<file path="config.mk">
export PLATFORM = sky130hd
export DESIGN_NAME = apb_master_flat
export DESIGN_NICKNAME = d
export VERILOG_FILES = /design/src/rtl/apb_master_if.sv /design/src/rtl/apb_master.sv /design/src/flat_wrapper.sv
export SDC_FILE = /design/constraint.sdc
export NUM_CORES = 1
export LEC_CHECK = 0
export ABC_CLOCK_PERIOD_IN_PS = 2300
export CAP_MARGIN = 10
export CORE_ASPECT_RATIO = 1.1
export CORE_MARGIN = 1.5
export CORE_UTILIZATION = 55
export DETAILED_ROUTE_END_ITERATION = 16
export DONT_BUFFER_PORTS = 1
export GPL_ROUTABILITY_DRIVEN = 0
export PLACE_DENSITY = 0.73
export RECOVER_POWER = 100
export REMOVE_ABC_BUFFERS = 1
export SLEW_MARGIN = 25
export SYNTH_ARGS = -nofsm -noshare
export SYNTH_HDL_FRONTEND = slang
export SYNTH_SLANG_ARGS = --single-unit
</file>
<file path="constraint.sdc">
create_clock -name PCLK -period 2.3 [get_ports PCLK]
set_clock_uncertainty 0.1 [all_clocks]
set_input_delay 0.115 -clock PCLK [delete_from_list [all_inputs] [get_ports PCLK]]
set_output_delay 0.115 -clock PCLK [all_outputs]
set_load 0.03 [all_outputs]
</file>
<file path="src/rtl/apb_master_if.sv">
// Command/response port and APB3 bus bundle for apb_master.
// The master modport is the requester side; the slave modport is the peripheral/agent side.
interface apb_master_if #(
  parameter int unsigned AWIDTH = 4,
  parameter int unsigned DWIDTH = 8
);
  logic              cmd_valid;
  logic              cmd_ready;
  logic              cmd_write;
  logic [AWIDTH-1:0] cmd_addr;
  logic [DWIDTH-1:0] cmd_wdata;

  logic              rsp_valid;
  logic [DWIDTH-1:0] rsp_rdata;
  logic              rsp_err;
  logic              rsp_timeout;

  logic              PSEL;
  logic              PENABLE;
  logic              PWRITE;
  logic [AWIDTH-1:0] PADDR;
  logic [DWIDTH-1:0] PWDATA;
  logic [DWIDTH-1:0] PRDATA;
  logic              PREADY;
  logic              PSLVERR;

  modport master (
    input  cmd_valid, cmd_write, cmd_addr, cmd_wdata,
    output cmd_ready,
    output rsp_valid, rsp_rdata, rsp_err, rsp_timeout,
    output PSEL, PENABLE, PWRITE, PADDR, PWDATA,
    input  PRDATA, PREADY, PSLVERR
  );

  modport slave (
    output cmd_valid, cmd_write, cmd_addr, cmd_wdata,
    input  cmd_ready,
    input  rsp_valid, rsp_rdata, rsp_err, rsp_timeout,
    input  PSEL, PENABLE, PWRITE, PADDR, PWDATA,
    output PRDATA, PREADY, PSLVERR
  );
endinterface

</file>
<file path="src/rtl/apb_master.sv">
// APB3 requester: one single-beat command at a time becomes a SETUP/ACCESS transfer,
// with a registered one-cycle response and an optional ACCESS-phase timeout.
module apb_master #(
  parameter int unsigned AWIDTH  = 4,
  parameter int unsigned DWIDTH  = 8,
  parameter int unsigned TIMEOUT = 15
) (
  input logic          PCLK,
  input logic          PRESET,
  apb_master_if.master bus
);

  typedef enum logic [1:0] {StIdle, StSetup, StAccess} state_e;

  localparam bit         TimeoutEn = (TIMEOUT != 0);
  localparam logic [7:0] TimeoutM1 = 8'(TIMEOUT - 1);

  state_e            r_state;
  logic [7:0]        r_wait_cnt;
  logic              r_psel;
  logic              r_penable;
  logic              r_pwrite;
  logic [AWIDTH-1:0] r_paddr;
  logic [DWIDTH-1:0] r_pwdata;
  logic              r_rsp_valid;
  logic [DWIDTH-1:0] r_rsp_rdata;
  logic              r_rsp_err;
  logic              r_rsp_timeout;

  logic w_timeout_hit;

  assign w_timeout_hit = TimeoutEn && (r_wait_cnt == TimeoutM1);

  always_ff @(posedge PCLK) begin
    if (PRESET) begin
      r_state       <= StIdle;
      r_wait_cnt    <= '0;
      r_psel        <= 1'b0;
      r_penable     <= 1'b0;
      r_pwrite      <= 1'b0;
      r_paddr       <= '0;
      r_pwdata      <= '0;
      r_rsp_valid   <= 1'b0;
      r_rsp_rdata   <= '0;
      r_rsp_err     <= 1'b0;
      r_rsp_timeout <= 1'b0;
    end else begin
      r_rsp_valid <= 1'b0;
      unique case (r_state)
        StIdle: begin
          if (bus.cmd_valid) begin
            r_pwrite <= bus.cmd_write;
            r_paddr  <= bus.cmd_addr;
            r_pwdata <= bus.cmd_wdata;
            r_psel   <= 1'b1;
            r_state  <= StSetup;
          end
        end
        StSetup: begin
          r_penable  <= 1'b1;
          r_wait_cnt <= '0;
          r_state    <= StAccess;
        end
        StAccess: begin
          // PREADY wins over an expiring timeout in the same cycle.
          if (bus.PREADY) begin
            r_psel        <= 1'b0;
            r_penable     <= 1'b0;
            r_state       <= StIdle;
            r_rsp_valid   <= 1'b1;
            r_rsp_err     <= bus.PSLVERR;
            r_rsp_timeout <= 1'b0;
            r_rsp_rdata   <= r_pwrite ? '0 : bus.PRDATA;
          end else if (w_timeout_hit) begin
            r_psel        <= 1'b0;
            r_penable     <= 1'b0;
            r_state       <= StIdle;
            r_rsp_valid   <= 1'b1;
            r_rsp_err     <= 1'b1;
            r_rsp_timeout <= 1'b1;
            r_rsp_rdata   <= '0;
          end else if (r_wait_cnt != 8'hFF) begin
            r_wait_cnt <= r_wait_cnt + 8'd1;
          end
        end
        default: r_state <= StIdle;
      endcase
    end
  end

  assign bus.cmd_ready   = (r_state == StIdle);
  assign bus.PSEL        = r_psel;
  assign bus.PENABLE     = r_penable;
  assign bus.PWRITE      = r_pwrite;
  assign bus.PADDR       = r_paddr;
  assign bus.PWDATA      = r_pwdata;
  assign bus.rsp_valid   = r_rsp_valid;
  assign bus.rsp_rdata   = r_rsp_rdata;
  assign bus.rsp_err     = r_rsp_err;
  assign bus.rsp_timeout = r_rsp_timeout;

endmodule

</file>
<file path="src/flat_wrapper.sv">
// flat-port wrapper written by rule: the top's interface ports become plain ports
module apb_master_flat 
#(
  parameter int unsigned AWIDTH  = 4,
  parameter int unsigned DWIDTH  = 8,
  parameter int unsigned TIMEOUT = 15
)
  (PCLK, PRESET, bus_cmd_valid, bus_cmd_write, bus_cmd_addr, bus_cmd_wdata, bus_cmd_ready, bus_rsp_valid, bus_rsp_rdata, bus_rsp_err, bus_rsp_timeout, bus_PSEL, bus_PENABLE, bus_PWRITE, bus_PADDR, bus_PWDATA, bus_PRDATA, bus_PREADY, bus_PSLVERR);
  apb_master_if #(.AWIDTH(AWIDTH), .DWIDTH(DWIDTH)) bus_i ();
  input logic PCLK;
  input logic PRESET;
  input wire logic [$bits(bus_i.cmd_valid)-1:0] bus_cmd_valid;
  input wire logic [$bits(bus_i.cmd_write)-1:0] bus_cmd_write;
  input wire logic [$bits(bus_i.cmd_addr)-1:0] bus_cmd_addr;
  input wire logic [$bits(bus_i.cmd_wdata)-1:0] bus_cmd_wdata;
  output wire logic [$bits(bus_i.cmd_ready)-1:0] bus_cmd_ready;
  output wire logic [$bits(bus_i.rsp_valid)-1:0] bus_rsp_valid;
  output wire logic [$bits(bus_i.rsp_rdata)-1:0] bus_rsp_rdata;
  output wire logic [$bits(bus_i.rsp_err)-1:0] bus_rsp_err;
  output wire logic [$bits(bus_i.rsp_timeout)-1:0] bus_rsp_timeout;
  output wire logic [$bits(bus_i.PSEL)-1:0] bus_PSEL;
  output wire logic [$bits(bus_i.PENABLE)-1:0] bus_PENABLE;
  output wire logic [$bits(bus_i.PWRITE)-1:0] bus_PWRITE;
  output wire logic [$bits(bus_i.PADDR)-1:0] bus_PADDR;
  output wire logic [$bits(bus_i.PWDATA)-1:0] bus_PWDATA;
  input wire logic [$bits(bus_i.PRDATA)-1:0] bus_PRDATA;
  input wire logic [$bits(bus_i.PREADY)-1:0] bus_PREADY;
  input wire logic [$bits(bus_i.PSLVERR)-1:0] bus_PSLVERR;
  assign bus_i.cmd_valid = bus_cmd_valid;
  assign bus_i.cmd_write = bus_cmd_write;
  assign bus_i.cmd_addr = bus_cmd_addr;
  assign bus_i.cmd_wdata = bus_cmd_wdata;
  assign bus_cmd_ready = bus_i.cmd_ready;
  assign bus_rsp_valid = bus_i.rsp_valid;
  assign bus_rsp_rdata = bus_i.rsp_rdata;
  assign bus_rsp_err = bus_i.rsp_err;
  assign bus_rsp_timeout = bus_i.rsp_timeout;
  assign bus_PSEL = bus_i.PSEL;
  assign bus_PENABLE = bus_i.PENABLE;
  assign bus_PWRITE = bus_i.PWRITE;
  assign bus_PADDR = bus_i.PADDR;
  assign bus_PWDATA = bus_i.PWDATA;
  assign bus_i.PRDATA = bus_PRDATA;
  assign bus_i.PREADY = bus_PREADY;
  assign bus_i.PSLVERR = bus_PSLVERR;
  apb_master #(.AWIDTH(AWIDTH), .DWIDTH(DWIDTH), .TIMEOUT(TIMEOUT)) u_core (.PCLK(PCLK), .PRESET(PRESET), .bus(bus_i));
endmodule
</file>
==> impl_metrics.json, run 1 <==
{
  "setup_viol": 0,
  "syn_area_um2": 1610,
  "syn_inst": 185,
  "post-place-ws_ns": 0.390,
  "firstDrtPassIters": 4,
  "yosysTopAreaCell": "dfxtp_1",
  "power.density_nw_per_um2": 638,
  "clk_transition_reported_paths_ns": 0.12,
  "holdWs_ns": 0.0586,
  "synth_seq_cells": 36,
  "cts_buffer_depth": 2,
  "portBuffers": 0,
  "initial_core_util": 0.580,
  "avgSynthCellArea_um2": 8.70,
  "clockRootBuffer": "clkbuf_4",
  "yosysWarnings": 0,
  "num-nets-final": 241,
  "hold_violations": 0,
  "dp_hpwl_mm": 2.50,
  "cp-end-kind": "register",
  "yosys-top-cells-area": "dfxtp_1 (45%), nand2_1 (8.2%), a21oi_1 (7.8%)",
  "max-cap-violations": 0,
  "grt_usage": 0.270,
  "start_kind": "register",
  "crit_required_ns": 2.45,
  "peakVddDrop_uv": 484,
  "worstMarginPinSlew_ns": 0.781,
  "overflow": 0,
  "crit_path_top_delay_cell": "clkbuf_1",
  "critPathMaxFanout": 14,
  "finalCritPeriodShare": 0.884,
  "diodes": 0,
  "drc": 0,
  "hold_class": "in2reg",
  "vias": 1481,
  "grt_pass1_vias": 1474,
  "cts_setup_buffers": 0,
  "grt_max_degree": 31,
  "wl_mm": 4.13,
  "crit_type": "reg2reg",
  "postRouteAntennaNets": 0,
  "fin_setup_tns_ns": 0,
  "drive_gt1_frac": 0.0714,
  "clk_latency_ns": 0.34,
  "setup_ws_ns": 0.268,
  "p_leak_nw": 0.691,
  "fp.dieArea_um2": 3260,
  "synth_cell_types": 35,
  "routedWlPerCell_um": 17.0,
  "synthFlopType": "dfxtp_1",
  "synth_edf_count": 0,
  "crit_chain": "inv_1 -> ha_1 -> clkbuf_1 -> and2_0 -> clkbuf_2 -> a21oi_1 -> a311oi_1",
  "rsz0062_at_grt": "no",
  "slowest_delay_ns": 0.40,
  "cts_tree": "done",
  "post-route-min-period_ns": 2.03,
  "core_area_um2": 2780,
  "ios": 53,
  "max_freq_ghz": 0.492,
  "numCtsBuffers": 5,
  "clock-sinks": 36,
  "syn2layout_area_growth_pct": 18.6,
  "r2r_slack_ns": 0.27,
  "grt_pass1_wl_mm": 6.34,
  "die_h_um": 59.8,
  "status": "complete, no violations",
  "grt_antenna_before_repair": 0,
  "yosysSeqAreaShare": 0.448,
  "cp_data_arrival_time_ns": 2.18,
  "slew_headroom": 0.475,
  "viasPerCell": 6.09,
  "cts.repair.resized": 0,
  "die_w_um": 54.6,
  "drt_iter0_drc": 32,
  "num_rows": 20,
  "htreeDepth": 2,
  "ys_async_sr_fraction": 0,
  "maxSlewViolCount": 0,
  "netlist.area_leader.share": 0.448
}
==> cell usage after synthesis (3+ instances only) <==
cell type,number
a31oi_1,7
nor3_1,3
a22o_1,7
dfxtp_1,36
o211ai_1,9
ha_1,6
clkbuf_1,6
or4_1,3
nand2_1,35
inv_1,8
or3_1,3
nand2b_1,3
nor2_1,3
a21oi_1,25
==> logic make-up (layout without fill, tap and decap cells) <==
group | Yosys count | in the layout | synth area share
AOI/OAI and AO/OA | 62 | 62 | 0.255
and+or+nand+nor | 61 | 61 | 0.191
DFF | 36 | 36 | 0.448
buffers and inverters | 20 | 45 | 0.0598
adders and majority gates | 6 | 6 | 0.0466
==> final timing paths <==
check	startpoint	to	cells past startpoint
worst max-delay path	u_core.r_state[0]	u_core.bus.PSEL	7
worst min-delay path	PRESET	u_core.bus.rsp_rdata[2]	2
worst max register to register	u_core.r_state[0]	u_core.bus.PSEL	7
worst min register to register	u_core.r_wait_cnt[3]	u_core.r_wait_cnt[3]	2
==> critical path: cells and delay by family (launching register included) <==
family / cells / cell delay [ns]
buffers and inverters: 3 / 0.78
AOI/OAI and AO/OA: 2 / 0.34
and+or+nand+nor: 1 / 0.21
adders and majority gates: 1 / 0.15
DFF: 1 / 0.37
==> layout make-up <==
cell class              instances  area (um^2)
flip-flops and latches         36          721
repair buffers                 29          269
clock inverters                 3         18.8
clock buffers                   5         37.5
inverters                       8         30.0
multi-input cells             129          793
well taps                      33         41.3
fillers                       222          867
==> metal layers <==
layer  part of all wire  up-vias  global-route usage  routed length (um)
li1                   -      718                   -                   -
met1               0.41      689               0.293                1690
met2               0.50       60               0.459                2050
met5                  0        -                   0                   0
met3              0.066       14              0.0825                 274
met4              0.027        0               0.139                 110
==> layout by cell type (no fill, tap or decap), types with 5 or more instances in the layout <==
master / synthesis / routed
a21oi_1: 25 / 25
a22o_1: 7 / 7
a31oi_1: 7 / 7
clkbuf_4: 0 / 5
dfxtp_1: 36 / 36
dlygate4sd3_1: 0 / 24
ha_1: 6 / 6
inv_1: 8 / 8
nand2_1: 35 / 35
o211ai_1: 9 / 9
==> flip-flops by register name, summed over array words and instances, names as in the netlist, 2 cells and up <==
signal / cells
u_core.bus.rsp_rdata: 8
u_core.bus.PWDATA: 8
u_core.r_wait_cnt: 8
u_core.r_state: 2
u_core.bus.PADDR: 4
==> power by group <==
group          internal (W)  total [W]  switching [W]
logic             0.0000662   0.000163      0.0000965
clock network      0.000117   0.000331       0.000213
registers          0.000653   0.000726      0.0000727
total              0.000837    0.00122       0.000382
==> through the flow <==
stage | cells | utilization | total power, W | instance area (um^2)
2_1_floorplan | 173 | - | 0.000823 | 1540
3_3_place_gp | 210 | 0.582 | 0.000853 | 1620
3_5_place_dp | 210 | 0.582 | 0.000860 | 1620
4_1_cts | 243 | 0.692 | 0.00123 | 1920
5_1_grt | 243 | 0.688 | 0.00128 | 1910
6_report | 243 | 0.688 | 0.00122 | 1910
==> timing repair <==
action / CTS / global route
hold buffers: 25 / 0
endpoints found under the hold margin: 36 / 0
setup endpoints to repair: 0 / 0
(Power assumes the default switching activity.)
==> inputs of run 2 (changes only) <==
--- a/config.mk
+++ b/config.mk
@@ -8,7 +8,7 @@
 export ABC_CLOCK_PERIOD_IN_PS = 2300
 export CAP_MARGIN = 10
 export CORE_ASPECT_RATIO = 1.1
-export CORE_MARGIN = 1.5
+export CORE_MARGIN = 2
 export CORE_UTILIZATION = 55
 export DETAILED_ROUTE_END_ITERATION = 16
 export DONT_BUFFER_PORTS = 1
==> constraint.sdc (replaced) <==
create_clock -name PCLK -period 2.3 [get_ports PCLK]
set_clock_uncertainty 0.1 [all_clocks]
set_input_delay 0.345 -clock PCLK [delete_from_list [all_inputs] [get_ports PCLK]]
set_output_delay 0.345 -clock PCLK [all_outputs]
set_load 0.03 [all_outputs]
==> run 2 against run 1 <==
  * Register-to-register slack improved by 0.06 ns
  * Sequential power barely moved
  * Design area fell by 11%
  * Sequential share of layout area rose by 4.7 points
  * Non-clock buffer count fell by 23
  * Combinational power fell by 23%
  * Global-route usage fell by 5.8 points
  * Via count fell by 7.2%
  * Sequential cell count did not move
  * Critical path depth did not move
  * Largest power group unchanged
==> impl_metrics.json, run 2 (synthesis results as in run 1) <==
{
  "met1_length_mm": 1.48,
  "drt_iter0_drc": 60,
  "start_kind": "register",
  "cts_setup_buffers": 0,
  "grt_pass1_vias": 1215,
  "clockRootBuffer": "clkbuf_4",
  "slew_headroom": 0.478,
  "wl_met3_um": 284,
  "slowest_delay_ns": 0.40,
  "hold_class": "in2reg",
  "grt_pass1_wl_mm": 5.53,
  "layout_commonest_cell": "dfxtp_1",
  "ios": 53,
  "worstMarginPinSlew_ns": 0.776,
  "cts.repair.resized": 0,
  "dp_hpwl_mm": 2.51,
  "setup_viol": 0,
  "die_h_um": 60.8,
  "rsz0062_at_grt": "no",
  "critPathMaxFanout": 14,
  "hold_violations": 0,
  "portBuffers": 0,
  "viasPerCell": 6.25,
  "routedWlPerCell_um": 16.2,
  "crit_required_ns": 2.46,
  "crit_type": "reg2reg",
  "post-route-min-period_ns": 1.97,
  "drive_gt1_frac": 0.0749,
  "syn2layout_area_growth_pct": 5.59,
  "clk_transition_reported_paths_ns": 0.11,
  "clock-sinks": 36,
  "maxSlewViolCount": 0,
  "clk_latency_ns": 0.33,
  "initial_core_util": 0.580,
  "post-place-ws_ns": 0.425,
  "finalCritPeriodShare": 0.858,
  "fp.dieArea_um2": 3380,
  "crit_chain": "inv_1 -> ha_1 -> clkbuf_1 -> and2_0 -> clkbuf_2 -> a21oi_1 -> a311oi_1",
  "max_freq_ghz": 0.507,
  "vias": 1374,
  "cts_buffer_depth": 2,
  "cp_data_arrival_time_ns": 2.13,
  "holdWs_ns": 0.0268,
  "overflow": 0,
  "die_w_um": 55.6,
  "crit_path_top_delay_cell": "clkbuf_1",
  "fin_setup_tns_ns": 0,
  "wl_mm": 3.56,
  "peakVddDrop_uv": 605,
  "cp-end-kind": "register",
  "power.density_nw_per_um2": 753,
  "num-nets-final": 218,
  "postRouteAntennaNets": 0,
  "p_leak_nw": 0.602,
  "wl_met2_mm": 1.73,
  "grt_usage": 0.212,
  "numCtsBuffers": 5,
  "setup_ws_ns": 0.326,
  "max-cap-violations": 0,
  "core_area_um2": 2780,
  "grt_antenna_before_repair": 0,
  "final_cell_mix": "dfxtp_1 (36), nand2_1 (35), a21oi_1 (25), o211ai_1 (9), inv_1 (8)",
  "topRoutingLayerUsed": "met4",
  "num_rows": 20,
  "drc": 0,
  "cts_tree": "done",
  "grt_max_degree": 30,
  "firstDrtPassIters": 4,
  "status": "complete, no violations",
  "htreeDepth": 2,
  "diodes": 0
}
-- run 2: final timing paths --
kind                   startpoint  cells after the start                 endpoint  slack [ns]
max             u_core.r_state[1]                      7          u_core.bus.PSEL        0.33
max reg2reg     u_core.r_state[1]                      7          u_core.bus.PSEL        0.33
min reg2reg  u_core.r_wait_cnt[0]                      2     u_core.r_wait_cnt[0]        0.45
min                 bus_PRDATA[6]                      1  u_core.bus.rsp_rdata[6]        0.03
-- run 2: what timing repair did --
action | CTS | global route
hold buffers | 2 | 0
endpoints found under the setup margin | 0 | 0
endpoints found under the hold margin | 29 | 0
-- run 2: per-stage QoR --
step,instance area (um^2),cells,util,total power (W)
finish,1700,220,0.612,0.00128
global route,1700,220,0.612,0.00133
CTS,1710,220,0.616,0.00130
detailed placement,1620,210,0.582,0.000859
global placement,1620,210,0.582,0.000854
floorplan,1540,173,-,0.000823
-- run 2: critical path, delay by kind of cell (launching register included) --
kind | cells | cell delay (ns)
and+or+nand+nor | 1 | 0.19
DFF | 1 | 0.33
adders and majority gates | 1 | 0.16
AOI/OAI and AO/OA | 2 | 0.33
buffers and inverters | 3 | 0.78
-- run 2: metal layers --
metal | up-vias | track usage
li1 | 676 | -
met1 | 639 | 0.243
met2 | 51 | 0.359
met3 | 8 | 0.0810
met4 | 0 | 0.0976
met5 | - | 0
-- run 2: power breakdown --
group          switching [W]  internal (W)
logic              0.0000850     0.0000402
registers          0.0000715      0.000653
clock network       0.000203      0.000228
-- run 2: layout make-up --
type                            count  area [um^2]
Clock inverter                      2         35.0
Timing Repair Buffer                6         38.8
Tap cell                           33         41.3
Clock buffer                        6         41.3
Multi-Input combinational cell    129          793
Inverter                            8         30.0
Sequential cell                    36          721
Fill cell                         245         1080
==> inputs of run 3 (changes only) <==
--- a/config.mk
+++ b/config.mk
@@ -10,6 +10,7 @@
 export CORE_ASPECT_RATIO = 1.1
 export CORE_MARGIN = 2
 export CORE_UTILIZATION = 55
+export CTS_BUF_LIST = sky130_fd_sc_hd__clkbuf_16
 export DETAILED_ROUTE_END_ITERATION = 16
 export DONT_BUFFER_PORTS = 1
 export GPL_ROUTABILITY_DRIVEN = 0
==> run 3 against run 2 <==
  * Hold slack better by 0.0046 ns
  * Core utilization up 2.6 points
  * Critical path depth unchanged
  * First-iteration DRC count up 45%
  * Combinational power down 8%
  * Sequential power about the same
  * Register-to-register slack about the same
  * Power up 23%
  * Count of clock-buffer cells in the layout down 1
  * Wire length down 3.2%
  * Global-route usage down 0.74 points
  * Non-clock buffer count down 2
==> impl_metrics.json, run 3 (synthesis results as in run 1) <==
{
  "crit_chain": "inv_1 -> ha_1 -> clkbuf_1 -> and2_0 -> clkbuf_2 -> a21oi_1 -> a311oi_1",
  "clk_transition_reported_paths_ns": 0.05,
  "power_frac_seq": 0.460,
  "num_rows": 20,
  "clockRootBuffer": "clkbuf_16",
  "hold_class": "in2reg",
  "sw_frac_of_total": 0.242,
  "overflow": 0,
  "cts_buffer_depth": 2,
  "num-nets-final": 216,
  "routedWlPerCell_um": 15.8,
  "fin_setup_tns_ns": 0,
  "drive_gt1_frac": 0.0703,
  "combinationalPowerShare": 0.073,
  "max-cap-violations": 0,
  "dp_cells": 210,
  "final_cell_mix": "dfxtp_1 (36), nand2_1 (35), a21oi_1 (25), inv_1 (9), o211ai_1 (9)",
  "internal_power_w": 0.00120,
  "cts_tree": "done",
  "grt_antenna_before_repair": 0,
  "slowest_delay_ns": 0.40,
  "postRouteAntennaNets": 0,
  "clk_latency_ns": 0.28,
  "dp_hpwl_mm": 2.51,
  "cp-end-kind": "register",
  "grt_pass1_vias": 1193,
  "crit_required_ns": 2.39,
  "status": "complete, no violations",
  "syn2layout_area_growth_pct": 10.1,
  "drc": 0,
  "critPathMaxFanout": 14,
  "portBuffers": 0,
  "die_h_um": 60.8,
  "ios": 53,
  "power.density_nw_per_um2": 891,
  "setup_viol": 0,
  "die_w_um": 55.6,
  "crit_family": "buffers and inverters",
  "htreeDepth": 2,
  "slew_headroom": 0.520,
  "finalCritPeriodShare": 0.853,
  "drt_iter0_drc": 87,
  "grt_pass1_wl_mm": 5.36,
  "firstDrtPassIters": 4,
  "wl_mm": 3.44,
  "maxSlewViolCount": 0,
  "numCtsBuffers": 5,
  "p_leak_nw": 0.637,
  "vias": 1343,
  "cts_setup_buffers": 0,
  "worstMarginPinSlew_ns": 0.714,
  "max_freq_ghz": 0.510,
  "crit_buf_inv": 3,
  "postCtsHoldBufs": 0,
  "viasPerCell": 6.16,
  "initial_core_util": 0.580,
  "start_kind": "register",
  "post-route-min-period_ns": 1.96,
  "peakVddDrop_uv": 779,
  "final_cells": 218,
  "rsz0062_at_grt": "no",
  "grt_usage": 0.205,
  "crit_type": "reg2reg",
  "grt_max_degree": 32,
  "layout_commonest_cell": "dfxtp_1",
  "cts.repair.resized": 0,
  "fp.dieArea_um2": 3380,
  "crit_path_top_delay_cell": "clkbuf_1",
  "diodes": 0,
  "clock-sinks": 36,
  "hold_violations": 0,
  "p_clk_frac": 0.468,
  "netSwitchingPower_w": 0.000383,
  "core_area_um2": 2780,
  "cp_data_arrival_time_ns": 2.05
}
==> run 3: path summary, 6_finish.rpt <==
path / startpoint / end / slack, ns / cells past startpoint
setup / recovery: u_core.r_state[1] / u_core.bus.PSEL / 0.34 / 7
hold / removal: PRESET / u_core.r_wait_cnt[0] / 0.03 / 1
setup reg to reg: u_core.r_state[1] / u_core.bus.PSEL / 0.34 / 7
hold reg to reg: u_core.r_wait_cnt[1] / u_core.r_wait_cnt[1] / 0.43 / 2
==> run 3: worst reg2reg max path, delay by kind of cell, from the launching register on <==
family                     cells  cell delay [ns]
adders and majority gates      1             0.16
buffers and inverters          3             0.77
AOI/OAI and AO/OA              2             0.34
DFF                            1             0.31
and+or+nand+nor                1             0.19
==> run 3: cell type report <==
type,instances,area [um^2]
well taps,33,41.3
clock inverters,3,38.8
repair buffers,4,23.8
flip-flops and latches,36,721
inverters,8,30.0
clock buffers,5,125
fillers,232,1000
multi-input cells,129,793
==> run 3: per-stage QoR <==
step           area, um^2  utilization  hold WS, ns  power, W  setup WS [ns]
4_1_cts              1780        0.641       0.0294   0.00160          0.407
2_1_floorplan        1540            -        0.314  0.000823          0.236
3_5_place_dp         1620        0.582        0.319  0.000859          0.425
3_3_place_gp         1620        0.582        0.318  0.000854          0.517
6_report             1770        0.638       0.0314   0.00158          0.338
5_1_grt              1770        0.638       0.0263   0.00163          0.178
==> run 3: routing by layer <==
layer  part of all wire  global-route usage  vias up  wire [um]
li1                   -                   -      672          -
met1               0.42               0.233      621       1450
met2               0.49               0.357       45       1700
met3              0.070              0.0661        5        242
met4              0.014              0.0941        0         49
met5                  0                   0        -          0
==> run 3: power by group through the flow <==
stage / clock network (W) / logic (W) / registers [W]
final: 0.000739 / 0.000115 / 0.000726
after global routing: 0.000769 / 0.000131 / 0.000729
after CTS: 0.000749 / 0.000120 / 0.000727
after detailed placement: 0 / 0.000119 / 0.000740
after global placement: 0 / 0.000115 / 0.000738
after floorplan: 0 / 0.0000890 / 0.000734
